`config.mk`:
```
export PLATFORM = sky130hd
export DESIGN_NAME = mem_arbiter_flat
export DESIGN_NICKNAME = d
export VERILOG_FILES = /design/src/rtl/mem_pkg.sv /design/src/rtl/mem_arbiter_if.sv /design/src/rtl/mem_arbiter_sat_counter.sv /design/src/rtl/mem_arbiter.sv /design/src/flat_wrapper.sv
export SDC_FILE = /design/constraint.sdc
export NUM_CORES = 1
export LEC_CHECK = 0
export BUFFER_PORTS_ARGS = -buffer_cell sky130_fd_sc_hd__buf_2
export CAP_MARGIN = 20
export CELL_PAD_IN_SITES_DETAIL_PLACEMENT = 1
export CELL_PAD_IN_SITES_GLOBAL_PLACEMENT = 1
export CORE_MARGIN = 1
export CORE_UTILIZATION = 25
export CTS_CLUSTER_DIAMETER = 150
export DETAILED_ROUTE_END_ITERATION = 8
export GPL_TIMING_DRIVEN = 0
export PLACE_DENSITY = 0.62
export SYNTH_ARGS = -nofsm -noshare
export SYNTH_HDL_FRONTEND = slang
export SYNTH_SLANG_ARGS = --single-unit
```
`constraint.sdc`:
```
create_clock -name clk -period 14.4 [get_ports clk]
set_input_delay 0.72 -clock clk [delete_from_list [all_inputs] [get_ports clk]]
set_output_delay 0.72 -clock clk [all_outputs]
set_load 0.01 [all_outputs]
```
`src/rtl/mem_pkg.sv`:
```
// Shared definitions for the main-memory arbiter and the cache controllers:
// arbiter states, owner encoding and default geometry of the memory port.
package mem_pkg;

  localparam int BLK_ADDR_W  = 14;
  localparam int LINE_W      = 64;
  localparam int DEF_TIMEOUT = 255;
  localparam int DEF_CNT_W   = 16;

  typedef enum logic [1:0] {
    IDLE,
    I_ACC,
    D_ACC,
    RECOVER
  } state_t;

  typedef enum logic {
    OWN_I,
    OWN_D
  } owner_t;

  function automatic owner_t owner_of(state_t s);
    return (s == D_ACC) ? OWN_D : OWN_I;
  endfunction

endpackage

```
`src/rtl/mem_arbiter_if.sv`:
```
// Bundle of the I-cache, D-cache and main-memory handshakes seen by the arbiter.
// slave = arbiter side, master = caches plus memory side.
interface mem_arbiter_if
  import mem_pkg::*;
#(
  parameter int ADDR_W = BLK_ADDR_W,
  parameter int DATA_W = LINE_W
);
  logic              i_req;
  logic [ADDR_W-1:0] i_addr;
  logic              i_ack;
  logic [DATA_W-1:0] i_rdata;

  logic              d_req;
  logic              d_we;
  logic [ADDR_W-1:0] d_addr;
  logic [DATA_W-1:0] d_wdata;
  logic              d_ack;
  logic [DATA_W-1:0] d_rdata;

  logic              m_re;
  logic              m_we;
  logic [ADDR_W-1:0] m_addr;
  logic [DATA_W-1:0] m_wdata;
  logic [DATA_W-1:0] m_rdata;
  logic              m_rdy;

  modport slave (
    input  i_req, i_addr, d_req, d_we, d_addr, d_wdata, m_rdata, m_rdy,
    output i_ack, i_rdata, d_ack, d_rdata, m_re, m_we, m_addr, m_wdata
  );

  modport master (
    output i_req, i_addr, d_req, d_we, d_addr, d_wdata, m_rdata, m_rdy,
    input  i_ack, i_rdata, d_ack, d_rdata, m_re, m_we, m_addr, m_wdata
  );

endinterface

```
`src/rtl/mem_arbiter_sat_counter.sv`:
```
// Saturating up-counter: sticks at all-ones, cleared asynchronously.
module sat_counter #(
  parameter int WIDTH = 16
) (
  input  logic             clk,
  input  logic             clr,
  input  logic             inc,
  output logic [WIDTH-1:0] cnt
);

  always_ff @(posedge clk or posedge clr) begin
    if (clr) begin
      cnt <= '0;
    end else if (inc && (cnt != '1)) begin
      cnt <= cnt + 1'b1;
    end
  end

endmodule

```
`src/rtl/mem_arbiter.sv`:
```
// Fixed-priority (D over I) arbiter for the unified main memory, with a
// watchdog for a hung memory and saturating per-requester statistics.
module mem_arbiter
  import mem_pkg::*;
#(
  parameter int ADDR_W  = BLK_ADDR_W,
  parameter int DATA_W  = LINE_W,
  parameter int TIMEOUT = DEF_TIMEOUT,
  parameter int CNT_W   = DEF_CNT_W
) (
  input  logic             clk,
  input  logic             rst,
  mem_arbiter_if.slave     bus,
  output logic             err,
  output logic [CNT_W-1:0] i_cnt,
  output logic [CNT_W-1:0] d_rd_cnt,
  output logic [CNT_W-1:0] d_wr_cnt
);

  localparam int              WD_W    = $clog2(TIMEOUT + 1);
  localparam logic [WD_W-1:0] WD_LAST = WD_W'(TIMEOUT - 1);

  state_t            state_reg, state_next;
  logic              m_re_reg, m_re_next, m_we_reg, m_we_next;
  logic [ADDR_W-1:0] m_addr_reg, m_addr_next;
  logic [DATA_W-1:0] m_wdata_reg, m_wdata_next;
  logic [DATA_W-1:0] i_rdata_reg, i_rdata_next, d_rdata_reg, d_rdata_next;
  logic              i_ack_reg, i_ack_next, d_ack_reg, d_ack_next;
  logic              err_reg, err_next;
  logic [WD_W-1:0]   wdog_reg, wdog_next;
  logic              in_acc, done, expired;
  owner_t            owner;
  logic [2:0]        inc_vec;
  logic [CNT_W-1:0]  cnt_vec [3];

  assign in_acc  = (state_reg == I_ACC) || (state_reg == D_ACC);
  assign done    = in_acc && bus.m_rdy;
  assign expired = in_acc && !bus.m_rdy && (wdog_reg == WD_LAST);
  assign owner   = owner_of(state_reg);

  always_ff @(posedge clk or posedge rst) begin
    if (rst) begin
      state_reg   <= IDLE;
      m_re_reg    <= 1'b0;
      m_we_reg    <= 1'b0;
      m_addr_reg  <= '0;
      m_wdata_reg <= '0;
      i_rdata_reg <= '0;
      d_rdata_reg <= '0;
      i_ack_reg   <= 1'b0;
      d_ack_reg   <= 1'b0;
      err_reg     <= 1'b0;
      wdog_reg    <= '0;
    end else begin
      state_reg   <= state_next;
      m_re_reg    <= m_re_next;
      m_we_reg    <= m_we_next;
      m_addr_reg  <= m_addr_next;
      m_wdata_reg <= m_wdata_next;
      i_rdata_reg <= i_rdata_next;
      d_rdata_reg <= d_rdata_next;
      i_ack_reg   <= i_ack_next;
      d_ack_reg   <= d_ack_next;
      err_reg     <= err_next;
      wdog_reg    <= wdog_next;
    end
  end

  always_comb begin
    state_next = state_reg;
    case (state_reg)
      IDLE: begin
        if (bus.d_req) begin
          state_next = D_ACC;
        end else if (bus.i_req) begin
          state_next = I_ACC;
        end
      end
      I_ACC, D_ACC: begin
        if (done || expired) begin
          state_next = RECOVER;
        end
      end
      default: state_next = IDLE;
    endcase
  end

  // RECOVER falls through with all defaults: strobes low, no grant, so a
  // requester still holding req after its ack is not re-served.
  always_comb begin
    m_re_next    = 1'b0;
    m_we_next    = 1'b0;
    m_addr_next  = m_addr_reg;
    m_wdata_next = m_wdata_reg;
    i_rdata_next = i_rdata_reg;
    d_rdata_next = d_rdata_reg;
    i_ack_next   = 1'b0;
    d_ack_next   = 1'b0;
    err_next     = err_reg;
    wdog_next    = '0;
    case (state_reg)
      IDLE: begin
        if (bus.d_req) begin
          m_addr_next  = bus.d_addr;
          m_wdata_next = bus.d_wdata;
          m_we_next    = bus.d_we;
          m_re_next    = !bus.d_we;
        end else if (bus.i_req) begin
          m_addr_next = bus.i_addr;
          m_re_next   = 1'b1;
        end
      end
      I_ACC, D_ACC: begin
        if (done || expired) begin
          i_ack_next = (owner == OWN_I);
          d_ack_next = (owner == OWN_D);
          if (expired) begin
            err_next = 1'b1;
            if (owner == OWN_I) i_rdata_next = '0;
            else                d_rdata_next = '0;
          end else if (m_re_reg) begin
            if (owner == OWN_I) i_rdata_next = bus.m_rdata;
            else                d_rdata_next = bus.m_rdata;
          end
        end else begin
          m_re_next = m_re_reg;
          m_we_next = m_we_reg;
          wdog_next = wdog_reg + 1'b1;
        end
      end
      default: ;
    endcase
  end

  // Only successful completions are counted; a watchdog abort is not.
  assign inc_vec[0] = done && (owner == OWN_I);
  assign inc_vec[1] = done && (owner == OWN_D) && !m_we_reg;
  assign inc_vec[2] = done && (owner == OWN_D) && m_we_reg;

  for (genvar gi = 0; gi < 3; gi++) begin : g_cnt
    sat_counter #(.WIDTH(CNT_W)) u_cnt (
      .clk (clk),
      .clr (rst),
      .inc (inc_vec[gi]),
      .cnt (cnt_vec[gi])
    );
  end

  assign i_cnt    = cnt_vec[0];
  assign d_rd_cnt = cnt_vec[1];
  assign d_wr_cnt = cnt_vec[2];

  assign bus.m_re    = m_re_reg;
  assign bus.m_we    = m_we_reg;
  assign bus.m_addr  = m_addr_reg;
  assign bus.m_wdata = m_wdata_reg;
  assign bus.i_ack   = i_ack_reg;
  assign bus.i_rdata = i_rdata_reg;
  assign bus.d_ack   = d_ack_reg;
  assign bus.d_rdata = d_rdata_reg;
  assign err         = err_reg;

endmodule

```
`src/flat_wrapper.sv`:
```
// flat-port wrapper written by rule: the top's interface ports become plain ports
module mem_arbiter_flat import mem_pkg::*;
#(
  parameter int ADDR_W  = BLK_ADDR_W,
  parameter int DATA_W  = LINE_W,
  parameter int TIMEOUT = DEF_TIMEOUT,
  parameter int CNT_W   = DEF_CNT_W
)
  (clk, rst, err, i_cnt, d_rd_cnt, d_wr_cnt, bus_i_req, bus_i_addr, bus_d_req, bus_d_we, bus_d_addr, bus_d_wdata, bus_m_rdata, bus_m_rdy, bus_i_ack, bus_i_rdata, bus_d_ack, bus_d_rdata, bus_m_re, bus_m_we, bus_m_addr, bus_m_wdata);
  mem_arbiter_if #(.ADDR_W(ADDR_W), .DATA_W(DATA_W)) bus_i ();
  input  logic clk;
  input  logic rst;
  output logic err;
  output logic [CNT_W-1:0] i_cnt;
  output logic [CNT_W-1:0] d_rd_cnt;
  output logic [CNT_W-1:0] d_wr_cnt;
  input wire logic [$bits(bus_i.i_req)-1:0] bus_i_req;
  input wire logic [$bits(bus_i.i_addr)-1:0] bus_i_addr;
  input wire logic [$bits(bus_i.d_req)-1:0] bus_d_req;
  input wire logic [$bits(bus_i.d_we)-1:0] bus_d_we;
  input wire logic [$bits(bus_i.d_addr)-1:0] bus_d_addr;
  input wire logic [$bits(bus_i.d_wdata)-1:0] bus_d_wdata;
  input wire logic [$bits(bus_i.m_rdata)-1:0] bus_m_rdata;
  input wire logic [$bits(bus_i.m_rdy)-1:0] bus_m_rdy;
  output wire logic [$bits(bus_i.i_ack)-1:0] bus_i_ack;
  output wire logic [$bits(bus_i.i_rdata)-1:0] bus_i_rdata;
  output wire logic [$bits(bus_i.d_ack)-1:0] bus_d_ack;
  output wire logic [$bits(bus_i.d_rdata)-1:0] bus_d_rdata;
  output wire logic [$bits(bus_i.m_re)-1:0] bus_m_re;
  output wire logic [$bits(bus_i.m_we)-1:0] bus_m_we;
  output wire logic [$bits(bus_i.m_addr)-1:0] bus_m_addr;
  output wire logic [$bits(bus_i.m_wdata)-1:0] bus_m_wdata;
  assign bus_i.i_req = bus_i_req;
  assign bus_i.i_addr = bus_i_addr;
  assign bus_i.d_req = bus_d_req;
  assign bus_i.d_we = bus_d_we;
  assign bus_i.d_addr = bus_d_addr;
  assign bus_i.d_wdata = bus_d_wdata;
  assign bus_i.m_rdata = bus_m_rdata;
  assign bus_i.m_rdy = bus_m_rdy;
  assign bus_i_ack = bus_i.i_ack;
  assign bus_i_rdata = bus_i.i_rdata;
  assign bus_d_ack = bus_i.d_ack;
  assign bus_d_rdata = bus_i.d_rdata;
  assign bus_m_re = bus_i.m_re;
  assign bus_m_we = bus_i.m_we;
  assign bus_m_addr = bus_i.m_addr;
  assign bus_m_wdata = bus_i.m_wdata;
  mem_arbiter #(.ADDR_W(ADDR_W), .DATA_W(DATA_W), .TIMEOUT(TIMEOUT), .CNT_W(CNT_W)) u_core (.clk(clk), .rst(rst), .bus(bus_i), .err(err), .i_cnt(i_cnt), .d_rd_cnt(d_rd_cnt), .d_wr_cnt(d_wr_cnt));
endmodule
```
Word level (Yosys, flattened, before mapping)
Index checks and enable logic that the tools add are counted.
{ "op_classes": {"addsub": 4, "n_mul": 0, "div": 0, "n_lt_le_gt_ge": 0, "n_eq_ne": 12, "n_shift": 0, "muxes": 27, "bitwise": 1, "reduce_logical": 25} }
{ "ops": {"columns": ["cell", "n"], "rows": [
  ["$mux 64", 8],
  ["$add 16x1->16 const B", 3],
  ["$ne 16x16->1 const B", 3],
  ["$mux 14", 2],
  ["$mux 8", 2],
  ["$logic_and 1x1->1", 10],
  ["$reduce_and 5->1", 2],
  ["$mux 1", 9],
  ["$add 8x1->8 const B", 1],
  ["$eq 8x8->1 const B", 1],
  ["$ne 2x2->1 const B", 4],
  ["$mux 2", 3],
  ["$reduce_and 2->1", 3],
  ["$pmux 1 s2", 2],
  ["$pmux 2 s2", 1],
  ["$reduce_bool 2->1", 2],
  ["$logic_not 1->1", 3],
  ["$ne 3x3->1 const B", 1],
  ["$reduce_and 3->1", 1],
  ["$eq 2x1->1 const B", 1],
  ["$eq 2x2->1 const B", 1],
  ["$logic_not 2->1", 1],
  ["$logic_or 1x1->1", 2],
  ["$ne 2x1->1 const B", 1],
  ["2 further kinds", 2]
]} }
{ "word_totals": {"ff_bits": 269, "latch_bits": 0, "ramBits": 0, "mem_bits_ro": 0, "input_bits": 162, "out_inout_bits": 259, "memories": 0} }

Longest topological paths before layout
{ "logic_depth": {"word_depth": 7, "mapped_depth": 8, "depth_no_buf": 6} }

Hierarchy
From an unflattened synthesis, not the netlist that was laid out.
{ "unflattened": {"hier_cells": 778, "area_unflattened_um2": 10819.1} }
{ "by_module_without_submodules": {"columns": ["module", "instances", "cells_each", "area_each_um2"], "rows": [
  ["mem_arbiter", 1, 565, 8401.8],
  ["sat_counter", 3, 71, 805.8]
]} }

Least setup slack after synthesis
No wires, ideal clock.
{ "synth_timing": {"path_kind": "input to register", "from": "in bus_m_rdy", "to": "reg u_core.g_cnt[1].u_cnt.cnt[13]", "setup_ns": 0.125, "t_arrival_ns": 1.767, "required_time_ns": 14.275, "slack_ns": 12.508, "path_stages": 5, "path_buffers": 1, "cell_sequence": "buf_2 -> nand4b_4 -> nor4_4 -> nand3_1 -> mux2_2"} }
{ "synth_between": {"elab_chain_len": 4} }
{ "synth_lines": {"columns": ["item", "line", "text"], "rows": [
  ["start, declared", "flat_wrapper.sv:24", "input wire logic [$bits(bus_i.m_rdy)-1:0] bus_m_rdy;"],
  ["$logic_and 1x1->1", "mem_arbiter.sv:37", "assign done = in_acc && bus.m_rdy;"],
  ["$logic_and 1x1->1 (2 in series)", "mem_arbiter.sv:137", "assign inc_vec[1] = done && (owner == OWN_D) && !m_we_reg;"],
  ["$logic_and 1x1->1", "mem_arbiter_sat_counter.sv:14", "end else if (inc && (cnt != '1)) begin"],
  ["end signal, assigned", "mem_arbiter_sat_counter.sv:15", "cnt <= cnt + 1'b1;"],
  ["end, declared", "mem_arbiter_sat_counter.sv:8", "output logic [WIDTH-1:0] cnt"]
]} }
No other way between the ends.
A chain may end at the register's enable or synchronous reset.

Final worst setup path
{ "layout_timing": {"from": "reg u_core.state_reg[0]", "to": "reg u_core.d_rdata_reg[57], in the netlist u_core.bus.d_rdata[57]"} }
{ "layout_between": {"elab_chain_len": 6, "word_cells_on_any_way": 14} }
{ "layout_lines": {"columns": ["item", "line", "text"], "rows": [
  ["start, declared", "mem_arbiter.sv:23", "state_t state_reg, state_next;"],
  ["start signal, assigned", "mem_arbiter.sv:55", "state_reg <= state_next;"],
  ["$eq 2x1->1 / $eq 2x2->1 (equally long branches)", "mem_arbiter.sv:36, mem_arbiter.sv:101, mem_pkg.sv:23", null],
  ["$logic_or 1x1->1", "mem_arbiter.sv:36", "assign in_acc = (state_reg == I_ACC) || (state_reg == D_ACC);"],
  ["$logic_and 1x1->1 (2 in series)", "mem_arbiter.sv:38", "assign expired = in_acc && !bus.m_rdy && (wdog_reg == WD_LAST);"],
  ["$ne 2x2->1 (no line), or another cell as far along", null, null],
  ["$reduce_and 5->1 (no line)", null, null],
  ["end signal, assigned", "mem_arbiter.sv:61", "d_rdata_reg <= d_rdata_next;"],
  ["end, declared", "mem_arbiter.sv:27", "logic [DATA_W-1:0] i_rdata_reg, i_rdata_next, d_rdata_reg, d_rdata_next;"]
]} }
Parallel ways exist; a longest one is shown, timed or not.

==> impl_summary.log <==
[metrics] largest net degree at the start of global routing: 112
[metrics] sequential power share: 0.392
[metrics] vias in the first global route: 9346
[metrics] final weighted congestion in routability-driven placement: 0.772
[metrics] Fill cells: 4700
[metrics] count of different cell masters after synthesis: 51
[metrics] setup_tns: 0 ps
[metrics] asr flop ratio synth: 1.00
[metrics] number of nets at the end of the flow: 1416
[metrics] die width: 209 um
[metrics] RSZ-0062 raised after global routing: no
[metrics] reported max-cap violation count: 0
[metrics] dominant register cell in the synthesized netlist: dfrtp_1
[metrics] signal arrival time at the worst endpoint: 3240 ps
[metrics] area leader, netlist: dfrtp_1
[metrics] first-iteration detailed-routing DRC count: 377
[metrics] Post-Synthesis Cell Area: 0.0107 mm^2
[metrics] per-cell routed wire length: 19.7 um
[metrics] area of the core region: 0.0420 mm^2
[metrics] max-slew violation total from the final report: 0
[metrics] EDFF count, synth: 0
[metrics] area of combinational cells with multiple inputs: 0.00375 mm^2
[metrics] share of synthesized area occupied by flip-flops and latches: 0.629
[metrics] kind of path behind the tightest hold check: in2async
[metrics] outcome: completed
[metrics] worst ir drop on vdd: 0.000132 V
[metrics] skew final: 18.4 ps
[metrics] Internal Dissipation: 2090 uW
[metrics] total congestion overflow after global routing: 0
[metrics] clock transition at the register clock pins on the worst setup and hold paths after CTS: 60 ps
[metrics] die outline area: 0.0436 mm^2
[metrics] first-pass iteration count of the detailed router: 4
[metrics] part of the cycle the worst path needs: 0.193
[metrics] Net Switching: 1060 uW
[metrics] startpoint type of the worst setup path: flop
[metrics] I/O pins: 421
[metrics] worst slew slack as a fraction of its limit: 0.461
[metrics] maximum fanout encountered on the critical timing path: 10
[metrics] Hold Vio Cnt, Final: 0
[metrics] wire length of the first global-routing pass: 55100 um
[metrics] number of non-filler instances in the completed layout: 1813
[metrics] power per unit of standard cell area: 213 mW/mm^2
[metrics] remaining routing DRC violations: 0
[metrics] synthesized netlist net count: 956
[metrics] y dimension of the die: 209 um
[metrics] highest achievable clock rate: 0.360 GHz
[metrics] clock buffer count from CTS: 34
[metrics] startpoint-to-endpoint class of the critical path: reg2reg
[metrics] antenna viol nets, final: 0
[metrics] overall via count from detail_route: 8500
[metrics] Synthesis Warnings: 0
[metrics] wire length after detailed routing: 35800 um
[metrics] endpoint class of the critical path: flop
[metrics] slew of the pin with the lowest slew margin: 808 ps
[metrics] All-Layer GR Usage: 0.162
[metrics] Post-CTS Setup Inserts: 0
[metrics] total power: 3140 uW
[metrics] initial standard-cell utilization of the core: 0.254
[metrics] share of Yosys cell area claimed by the top area cell type: 0.629
[metrics] row count: 75
[metrics] clk root buf: clkbuf_16
[metrics] number of clock sinks: 269
[metrics] switching portion of total power: 0.336
[metrics] H-tree depth reported by CTS: 2
[metrics] initial antenna violation count: 4
[metrics] minimum clock period: 2780 ps
[metrics] delay of the slowest cell on the worst path: 670 ps
[metrics] clock share of power: 0.280
[metrics] Synth Register Bits: 269
[metrics] clock tree from TritonCTS: built
[metrics] I/O Buffers: 420
[metrics] total instance count after detailed placement: 1749
[metrics] Seq. cell area: 0.00673 mm^2
[metrics] main area contributors after synthesis: dfrtp_1 63%, a22o_1 10%, mux2_2 7.9%
[metrics] Comb pwr share: 0.329
[metrics] HPWL reported at the end of detailed placement: 26000 um
[metrics] worst skew pair latency: 530 ps
[metrics] number of vias per cell after detailed routing: 4.69
[metrics] cell with the largest stage delay on the worst path: clkbuf_1
[metrics] Avg Inst Size Synth: 13.6 um^2
[metrics] fraction of layout cells with a size suffix above 1: 0.458
[metrics] # resized after CTS: 0
[metrics] relative area change from synthesis to final layout: 37.7%
[metrics] post-route worst hold slack: 202 ps
[metrics] critical path cell sequence: inv_1 -> ha_1 -> buf_2 -> nand2_1 -> nor2_2 -> clkbuf_1 -> a22o_1
[metrics] clock tree buffer depth: 3
[metrics] # hold bufs at CTS: 0
[metrics] Leak Pwr: 0.00766 uW
[metrics] Cells after Synth: 786
[metrics] Worst EP required: 14860 ps
[metrics] number of failing setup endpoints in the final timing report: 0
## worst paths after layout
path | from | endpoint | slack (ps) | cells past startpoint
max | u_core.state_reg[0] | u_core.bus.d_rdata[57] | 11620 | 7
min | rst | u_core.bus.m_wdata[30] | 200 | 2
max reg2reg | u_core.state_reg[0] | u_core.bus.d_rdata[57] | 11620 | 7
min reg2reg | u_core.bus.m_addr[0] | u_core.bus.m_addr[0] | 480 | 2
max in group asynchronous | rst | u_core.bus.i_rdata[11] | 13250 | 3
min in group clk | bus_d_wdata[60] | u_core.bus.m_wdata[60] | 420 | 2
## worst max-delay path, delay by kind of cell (launching register included)
| family | cells | cell delay (ps) |
|---|---|---|
| AOI/OAI and AO/OA | 1 | 260 |
| adders and majority gates | 1 | 320 |
| buffers and inverters | 3 | 1000 |
| DFF | 1 | 370 |
| and+or+nand+nor | 2 | 760 |
## cell type report
class,instances,area share
Sequential cell,269,0.457
Multi-Input combinational cell,467,0.255
Timing Repair Buffer,424,0.148
Clock buffer,53,0.0724
Tap cell,539,0.0458
Buffer,40,0.0117
Clock inverter,9,0.00680
Inverter,10,0.00306
Antenna cell,2,0.000340
## power groups by stage
stage / clock [uW] / combinational, uW / sequential [uW]
after global routing: 931 / 1130 / 1270
after floorplan: 0 / 421 / 1360
final: 880 / 1030 / 1230
after detailed placement: 0 / 1050 / 1240
after CTS: 913 / 1050 / 1230
after global placement: 0 / 1030 / 1230
## synthesized netlist by cell type, types with 3 or more instances
library cell,n
a21oi_1,8
a22o_1,128
and2_1,4
and3_1,5
and4_1,10
buf_1,6
buf_2,17
clkbuf_1,16
dfrtp_1,269
ha_1,8
inv_1,10
mux2_2,75
mux2i_1,14
nand2_1,30
nand2b_1,3
nand3_1,19
nand4_1,21
nor2_1,26
nor3_1,11
nor4_1,3
nor4_4,4
nor4b_1,3
o21ai_0,24
or3_1,3
xnor2_1,15
xor2_1,24
## cell families (layout without fill, tap and decap cells)
logic type | after synthesis | count (layout) | share of synthesized area
buf+inv | 50 | 536 | 0.0197
flops | 269 | 269 | 0.629
xor+xnor | 39 | 39 | 0.0319
mux | 89 | 89 | 0.0921
simple gates | 155 | 155 | 0.0867
fa+ha+maj | 8 | 8 | 0.00936
other cells | 0 | 2 | 0
compound gates | 176 | 176 | 0.131
## stage by stage
step	utilization	setup WS (ps)	cell area, um^2
final	0.350	11620	14700
after global routing	0.350	11390	14700
after CTS	0.350	11530	14700
after detailed placement	0.322	11530	13600
after global placement	0.320	2630	13500
after floorplan	-	6270	10700
## cell usage in the layout, fill, tap and decap left out, types with 3 or more instances in the layout
cell	netlist	layout
mux2_2	75	75
a21oi_1	8	8
and3_1	5	5
inv_1	10	9
and4_1	10	10
nor2_1	26	26
nor4_4	4	4
nand2b_1	3	3
nand3_1	19	19
nand4_1	21	21
clkinv_2	0	5
buf_1	6	6
or3_1	3	3
nor4b_1	3	3
and2_1	4	4
o21ai_0	24	24
buf_2	17	437
dfrtp_1	269	269
nand2_1	30	30
xor2_1	24	24
clkbuf_8	0	8
nor4_1	3	3
mux2i_1	14	14
a22o_1	128	128
nor3_1	11	11
clkbuf_16	0	37
ha_1	8	8
clkbuf_1	16	24
xnor2_1	15	15
## per-layer routing
layer,GRT usage,up-vias,part of all wire
met2,0.271,315,0.48
met4,0.0515,4,0.022
met3,0.0547,60,0.081
li1,-,3848,-
met5,0,-,0.00095
met1,0.195,4273,0.42
(Power assumes the default switching activity.)
